## src/rtl/pio_pkg.sv

```systemverilog
// Shared definitions for the parallel I/O port: register offsets, edge-mode
// encodings and the per-bit edge detector used by the input path.
package pio_pkg;

    // Register word offsets on the slave bus
    localparam logic [2:0] PIO_DATA    = 3'd0;
    localparam logic [2:0] PIO_DIR     = 3'd1;
    localparam logic [2:0] PIO_IRQMASK = 3'd2;
    localparam logic [2:0] PIO_EDGECAP = 3'd3;
    localparam logic [2:0] PIO_OUTSET  = 3'd4;
    localparam logic [2:0] PIO_OUTCLR  = 3'd5;

    // Edge capture modes
    localparam int unsigned PIO_EDGE_RISE = 0;
    localparam int unsigned PIO_EDGE_FALL = 1;
    localparam int unsigned PIO_EDGE_ANY  = 2;

    localparam int unsigned PIO_MAX_WIDTH = 32;

    // Per-bit edge detect between the current synchronised sample and its history
    function automatic logic [PIO_MAX_WIDTH-1:0] pio_edge_detect(
        input int unsigned              mode,
        input logic [PIO_MAX_WIDTH-1:0] cur,
        input logic [PIO_MAX_WIDTH-1:0] prev
    );
        case (mode)
            PIO_EDGE_FALL: return ~cur & prev;
            PIO_EDGE_ANY:  return cur ^ prev;
            default:       return cur & ~prev;
        endcase
    endfunction

endpackage

```

## src/rtl/pio_ext_if.sv

```systemverilog
// Zero-wait-state slave bus bundle for the parallel I/O port.
interface pio_ext_if #(
    parameter int unsigned WIDTH = 8
) ();

    logic [2:0]       address;
    logic             chipselect;
    logic             write_n;
    logic [WIDTH-1:0] writedata;
    logic [WIDTH-1:0] readdata;

    modport master (
        output address,
        output chipselect,
        output write_n,
        output writedata,
        input  readdata
    );

    modport slave (
        input  address,
        input  chipselect,
        input  write_n,
        input  writedata,
        output readdata
    );

endinterface

```

## src/rtl/pio_sync_edge.sv

```systemverilog
// Input synchroniser chain plus one history stage; emits the synchronised
// input and a one-cycle edge pulse per bit for the selected edge mode.
module pio_sync_edge
    import pio_pkg::*;
#(
    parameter int unsigned WIDTH       = 8,
    parameter int unsigned SYNC_STAGES = 2,
    parameter int unsigned EDGE_MODE   = PIO_EDGE_RISE
) (
    input  logic             clk,
    input  logic             reset_n,
    input  logic [WIDTH-1:0] in_port,
    output logic [WIDTH-1:0] in_sync,
    output logic [WIDTH-1:0] edge_pulse
);

    logic [SYNC_STAGES-1:0][WIDTH-1:0] sync_d, sync_q;
    logic [WIDTH-1:0]                  prev_d, prev_q;

    // Shift the pins through the synchroniser, then into the history register
    always_comb begin
        sync_d    = sync_q;
        sync_d[0] = in_port;
        for (int unsigned i = 1; i < SYNC_STAGES; i++) begin
            sync_d[i] = sync_q[i-1];
        end
        prev_d = sync_q[SYNC_STAGES-1];
    end

    // Synchroniser and history state
    always_ff @(posedge clk or negedge reset_n) begin
        if (!reset_n) begin
            sync_q <= '0;
            prev_q <= '0;
        end else begin
            sync_q <= sync_d;
            prev_q <= prev_d;
        end
    end

    // Edge pulse is high for the one cycle in which in_sync differs from history
    always_comb begin
        in_sync    = sync_q[SYNC_STAGES-1];
        edge_pulse = WIDTH'(pio_edge_detect(EDGE_MODE, PIO_MAX_WIDTH'(in_sync),
                                            PIO_MAX_WIDTH'(prev_q)));
    end

endmodule

```

## src/rtl/pio_ext.sv

```systemverilog
// Parametrised parallel I/O port: output data with atomic set/clear, per-bit
// direction, synchronised input reads, sticky edge capture and maskable irq.
module pio_ext
    import pio_pkg::*;
#(
    parameter int unsigned      WIDTH       = 8,
    parameter logic [WIDTH-1:0] RESET_OUT   = '0,
    parameter logic [WIDTH-1:0] RESET_DIR   = '0,
    parameter int unsigned      EDGE_MODE   = PIO_EDGE_RISE,
    parameter int unsigned      SYNC_STAGES = 2
) (
    input  logic             clk,
    input  logic             reset_n,
    pio_ext_if.slave         bus,
    input  logic [WIDTH-1:0] in_port,
    output logic [WIDTH-1:0] out_port,
    output logic [WIDTH-1:0] oe_port,
    output logic             irq
);

    logic [WIDTH-1:0] out_d, out_q;
    logic [WIDTH-1:0] dir_d, dir_q;
    logic [WIDTH-1:0] mask_d, mask_q;
    logic [WIDTH-1:0] cap_d, cap_q;
    logic [WIDTH-1:0] cap_clr;
    logic [WIDTH-1:0] in_sync;
    logic [WIDTH-1:0] edge_pulse;
    logic             wr_en;

    pio_sync_edge #(
        .WIDTH       (WIDTH),
        .SYNC_STAGES (SYNC_STAGES),
        .EDGE_MODE   (EDGE_MODE)
    ) u_sync_edge (
        .clk        (clk),
        .reset_n    (reset_n),
        .in_port    (in_port),
        .in_sync    (in_sync),
        .edge_pulse (edge_pulse)
    );

    assign wr_en = bus.chipselect & ~bus.write_n;

    // Register write decode; a new edge overrides a same-cycle write-1-clear
    always_comb begin
        out_d   = out_q;
        dir_d   = dir_q;
        mask_d  = mask_q;
        cap_clr = '0;
        if (wr_en) begin
            case (bus.address)
                PIO_DATA:    out_d   = bus.writedata;
                PIO_DIR:     dir_d   = bus.writedata;
                PIO_IRQMASK: mask_d  = bus.writedata;
                PIO_EDGECAP: cap_clr = bus.writedata;
                PIO_OUTSET:  out_d   = out_q | bus.writedata;
                PIO_OUTCLR:  out_d   = out_q & ~bus.writedata;
                default:     ;
            endcase
        end
        cap_d = (cap_q & ~cap_clr) | edge_pulse;
    end

    // Control and capture registers
    always_ff @(posedge clk or negedge reset_n) begin
        if (!reset_n) begin
            out_q  <= RESET_OUT;
            dir_q  <= RESET_DIR;
            mask_q <= '0;
            cap_q  <= '0;
        end else begin
            out_q  <= out_d;
            dir_q  <= dir_d;
            mask_q <= mask_d;
            cap_q  <= cap_d;
        end
    end

    // Combinational read mux; set/clear strobes and unused offsets read zero
    always_comb begin
        case (bus.address)
            PIO_DATA:    bus.readdata = in_sync;
            PIO_DIR:     bus.readdata = dir_q;
            PIO_IRQMASK: bus.readdata = mask_q;
            PIO_EDGECAP: bus.readdata = cap_q;
            default:     bus.readdata = '0;
        endcase
    end

    // Pin-side outputs and level interrupt straight from the registers
    always_comb begin
        out_port = out_q;
        oe_port  = dir_q;
        irq      = |(cap_q & mask_q);
    end

endmodule

```

## src/flat_wrapper.sv

```systemverilog
// flat-port wrapper written by rule: the top's interface ports become plain ports
module pio_ext_flat import pio_pkg::*;
#(
    parameter int unsigned      WIDTH       = 8,
    parameter logic [WIDTH-1:0] RESET_OUT   = '0,
    parameter logic [WIDTH-1:0] RESET_DIR   = '0,
    parameter int unsigned      EDGE_MODE   = PIO_EDGE_RISE,
    parameter int unsigned      SYNC_STAGES = 2
)
  (clk, reset_n, in_port, out_port, oe_port, irq, bus_address, bus_chipselect, bus_write_n, bus_writedata, bus_readdata);
  pio_ext_if #(.WIDTH(WIDTH)) bus_i ();
  input  logic clk;
  input  logic reset_n;
  input  logic [WIDTH-1:0] in_port;
  output logic [WIDTH-1:0] out_port;
  output logic [WIDTH-1:0] oe_port;
  output logic irq;
  input wire logic [$bits(bus_i.address)-1:0] bus_address;
  input wire logic [$bits(bus_i.chipselect)-1:0] bus_chipselect;
  input wire logic [$bits(bus_i.write_n)-1:0] bus_write_n;
  input wire logic [$bits(bus_i.writedata)-1:0] bus_writedata;
  output wire logic [$bits(bus_i.readdata)-1:0] bus_readdata;
  assign bus_i.address = bus_address;
  assign bus_i.chipselect = bus_chipselect;
  assign bus_i.write_n = bus_write_n;
  assign bus_i.writedata = bus_writedata;
  assign bus_readdata = bus_i.readdata;
  pio_ext #(.WIDTH(WIDTH), .RESET_OUT(RESET_OUT), .RESET_DIR(RESET_DIR), .EDGE_MODE(EDGE_MODE), .SYNC_STAGES(SYNC_STAGES)) u_core (.clk(clk), .reset_n(reset_n), .bus(bus_i), .in_port(in_port), .out_port(out_port), .oe_port(oe_port), .irq(irq));
endmodule
```

## config.mk

```make
export PLATFORM = sky130hd
export DESIGN_NAME = pio_ext_flat
export DESIGN_NICKNAME = d
export VERILOG_FILES = /design/src/rtl/pio_pkg.sv /design/src/rtl/pio_ext_if.sv /design/src/rtl/pio_sync_edge.sv /design/src/rtl/pio_ext.sv /design/src/flat_wrapper.sv
export SDC_FILE = /design/constraint.sdc
export NUM_CORES = 1
export LEC_CHECK = 0
export BUFFER_PORTS_ARGS = -buffer_cell sky130_fd_sc_hd__buf_2
export CAP_MARGIN = 10
export CELL_PAD_IN_SITES_DETAIL_PLACEMENT = 2
export CELL_PAD_IN_SITES_GLOBAL_PLACEMENT = 2
export CORE_ASPECT_RATIO = 1.75
export CORE_MARGIN = 2
export CORE_UTILIZATION = 37
export CTS_BUF_LIST = sky130_fd_sc_hd__clkbuf_16
export CTS_CLUSTER_DIAMETER = 100
export DETAILED_ROUTE_END_ITERATION = 6
export PLACE_DENSITY = 0.88
export SYNTH_ARGS = -nofsm -noshare
export SYNTH_HDL_FRONTEND = slang
export SYNTH_SLANG_ARGS = --single-unit
export TNS_END_PERCENT = 20
```

## constraint.sdc

```tcl
create_clock -name clk -period 1.85 [get_ports clk]
set_input_delay 0.37 -clock clk [delete_from_list [all_inputs] [get_ports clk]]
set_output_delay 0.37 -clock clk [all_outputs]
set_load 0.02 [all_outputs]
```

==> metrics.md <==
| Metric | Value |
|---|---|
| Synthesized instance count | `158` |
| F_max | `0.5379 GHz` |
| H-tree Lvls | `2` |
| Critical Path End Type | `output pin` |
| Pin count of the biggest net entering global routing | `57` |
| Worst Hold Class | `in -> async` |
| IO Pins | `48` |
| Setup Slack @ Placement | `-0.1936 ns` |
| Period utilization | `100.5%` |
| Layout Nets | `about 250` |
| CTS buffer count | `5` |
| Min Clock Period, post-route | `1.859 ns` |
| Global-route wire length before repair | `slightly below 10,000 um` |
| Clock Power Share | `around 28%` |
| Status | `complete, but fails checks` |
| Synth cell types | `24` |
| Sequential fraction of design power | `between 40 and 50%` |
| Most frequent cell after synthesis | `dfrtp_1` |
| P_int | `2298 uW` |
| Fraction of the mapped netlist area in simple logic gates | `approximately 8.8%` |
| Layout Skew | `0.005436 ns` |
| Die ar. | `between 0.006 and 0.007 mm2` |
| CTS tree | `done` |
| Max VDD drop | `~0.0009 V` |
| Residual DRC | `0` |
| Startpoint Class | `flop` |
| PwrDens | `1096 mW/mm2` |
| Number of max-cap violations | `0` |
| Layout cells sized above 1 | `approximately 45%` |
| Diode count | `0` |
| DR WL/cell | `slightly above 20 um` |
| Die Height | `roughly 110 um` |
| Main synth FF type | `dfrtp_1` |
| Root buffer cell | `clkbuf_16` |
| Area grow syn2layout | `27.31%` |
| Fin cells | `~310` |
| Gr ovfl total | `0` |
| FP Rows | `38` |
| Switch Pwr | `a little over 900 uW` |
| Placer Congestion | `0.7607` |
| Unrepaired setup endpoints after global routing | `true` |
| Die W | `63.66 um` |
| Fin. max-slew vios | `0` |
| Routed WL | `between 6000 and 7000 um` |
| Initial antenna violation count | `0` |
| DP Wirelength | `roughly 4000 um` |
| Final-report setup violation count | `1` |
| Yosys warning count | `0` |
| Combinational power share | `between 20% and 30%` |
| Via count | `approximately 1.6k` |
| Clock Tree Buf Depth | `2` |
| Worst-Skew Late Latency | `0.29 ns` |
| Sequential-to-total area share from yosys stat | `approximately three fifths` |
| Failing checks | `negative setup slack` |
| Syn nets | `between 150 and 200` |
| Share of the synthesized area in the top cell type | `around 61%` |
| Slew HR | `33.42%` |
| Clk sinks | `56` |
| Critical path type | `reg -> out` |
| Leak | `between 0.001 and 0.0015 uW` |
| Post-synth ARST share | `100.0%` |
| Fillers | `a little over 600` |
| Vias per cell | `about 5.2` |
| #FFs+latches synth | `56` |
| Commonest cells in the synthesized netlist | `dfrtp_1, o21ai_0, inv_1` |
| Net Sw Frac | `between 20 and 30%` |
| Ranking of synthesized cells by area | `dfrtp_1, mux4_1, mux2_4` |
| Fin. Hold Viols | `0` |
| Tightest Pin Transition | `between 0.9 and 1 ns` |
| Post-route setup slack | `-0.008935 ns` |
| GR Util All Layers | `between 15 and 20%` |
| CP Data Required Time | `about 1.5 ns` |
| Compound-gate portion of the synthesized area | `around 8.3%` |
| Largest family of logic cells by synthesized area | `multiplexers` |
| WP data arrival | `between 1 and 1.5 ns` |
| Core region area | `0.006133 mm2` |
| Setup TNS | `-0.008935 ns` |
| Placed Cells | `283` |
| Clock transition at path regs | `approximately 0.070 ns` |
| EDFF count, synth | `0` |
| Synth Cell Area | `~0.0023 mm2` |
| Initial core utilization | `a little under two fifths` |
| Post-route ant nets | `0` |
| Multiplexer share of the synthesized area | `18.24%` |
| Post-Synth XOR/XNOR Area | `less than 1%` |
| Vias in the first global route | `~1.8k` |
| DRT iter0 DRCs | `75` |
| First-pass DRT Iterations | `4` |
| Leading area contributor after synthesis | `dfrtp_1` |
| Worst hold margin | `between 0.06 and 0.07 ns` |
| Average size of a mapped cell | `~15 um2` |
| Synth Area in Adders | `0%` |
| PortBufs | `47` |
| Critical-path maximum fanout | `3` |
per-layer routing:
metal	vias to the layer above	wire (um)	track usage (%)
met5	-	0	0
met4	0	153	7.919
met3	8	217	4.475
met2	38	3527	34.06
met1	859	2383	22.20
li1	708	-	-
metrics by stage:
stage | total power, uW | instance area, um2 | utilization [%]
after floorplan | 1947 | 2305 | -
after global placement | 2196 | 2663 | 43.41
after detailed placement | 2232 | 2663 | 43.41
after CTS | 3237 | 2917 | 47.55
after global routing | 3373 | 2934 | 47.84
final | 3215 | 2934 | 47.84
flip-flops by register name (all words and copies together), names as in the netlist:
signal,flops
u_core.mask_q,8
u_core.cap_q,8
u_core.u_sync_edge.prev_q,8
u_core.oe_port,8
u_core.u_sync_edge.in_sync,8
u_core.out_port,8
u_core.u_sync_edge.sync_d,8
path summary, 6_finish.rpt:
| path | from | end | slack, ns | depth (start not counted) |
|---|---|---|---|---|
| worst max register to register | u_core.cap_q[4]$_DFF_PN0_ | u_core.cap_q[4]$_DFF_PN0_ | 0.86 | 4 |
| min in group clk | in_port[7] | u_core.u_sync_edge.sync_d[15]$_DFF_PN0_ | 0.18 | 1 |
| worst min register to register | u_core.u_sync_edge.sync_d[13]$_DFF_PN0_ | u_core.u_sync_edge.in_sync[5]$_DFF_PN0_ | 0.35 | 0 |
| worst min-delay path | reset_n | u_core.oe_port[5]$_DFFE_PN0P_ | 0.07 | 2 |
| max in group asynchronous | reset_n | u_core.u_sync_edge.prev_q[2]$_DFF_PN0_ | 1.53 | 2 |
| worst max-delay path | u_core.cap_q[1]$_DFF_PN0_ | bus_readdata[1] | -0.009 | 3 |
area by class of cell:
cell class	count	area, um2	area share (%)
multi-input cells	85	803.3	27.38
flip-flops and latches	56	1401	47.76
repair buffers	71	461.7	15.74
clock inverters	2	8.758	0.2985
inverters	9	33.78	1.151
well taps	80	100.1	3.412
clock buffers	5	125.1	4.264
cells in the final DEF, fill, tap and decap left out, drive strengths merged:
master	count
nand4bb	1
o21ai	16
buf	71
clkinv	1
nor2	1
nand4	1
a221o	8
xor2	1
nand2b	2
nor2b	5
dfrtp	56
inv	10
or3	1
mux4	8
nor3b	8
nand2	8
a22oi	4
nor3	1
clkbuf	5
mux2	16
and2b	3
or4	1
power groups by stage:
stage                     registers, uW  clock network [uW]  logic [uW]
after floorplan                    1630                   0         318
after global placement             1530                   0         662
after detailed placement           1550                   0         680
after CTS                          1510                 925         799
after global routing               1550                 967         859
final                              1520                 887         804
cells by family after synthesis:
logic type             count (synthesis)
buffers and inverters                 17
XOR/XNOR                               1
flip-flops                            56
AND/OR/NAND/NOR                       32
multiplexers                          24
AO/OA/AOI/OAI                         28
worst max-delay path: stages, from the launching register on:
cell,delay [ns]
dfrtp_1,0.41
mux4_2,0.47
and2b_1,0.16
buf_2,0.15
what timing repair did:
action / CTS / global route
hold buffers: 0 / 0
setup buffers: 15 / 3
endpoints found under the setup margin: 8 / 7
gates resized for setup: 13 / 3
(Power assumes the default switching activity.)
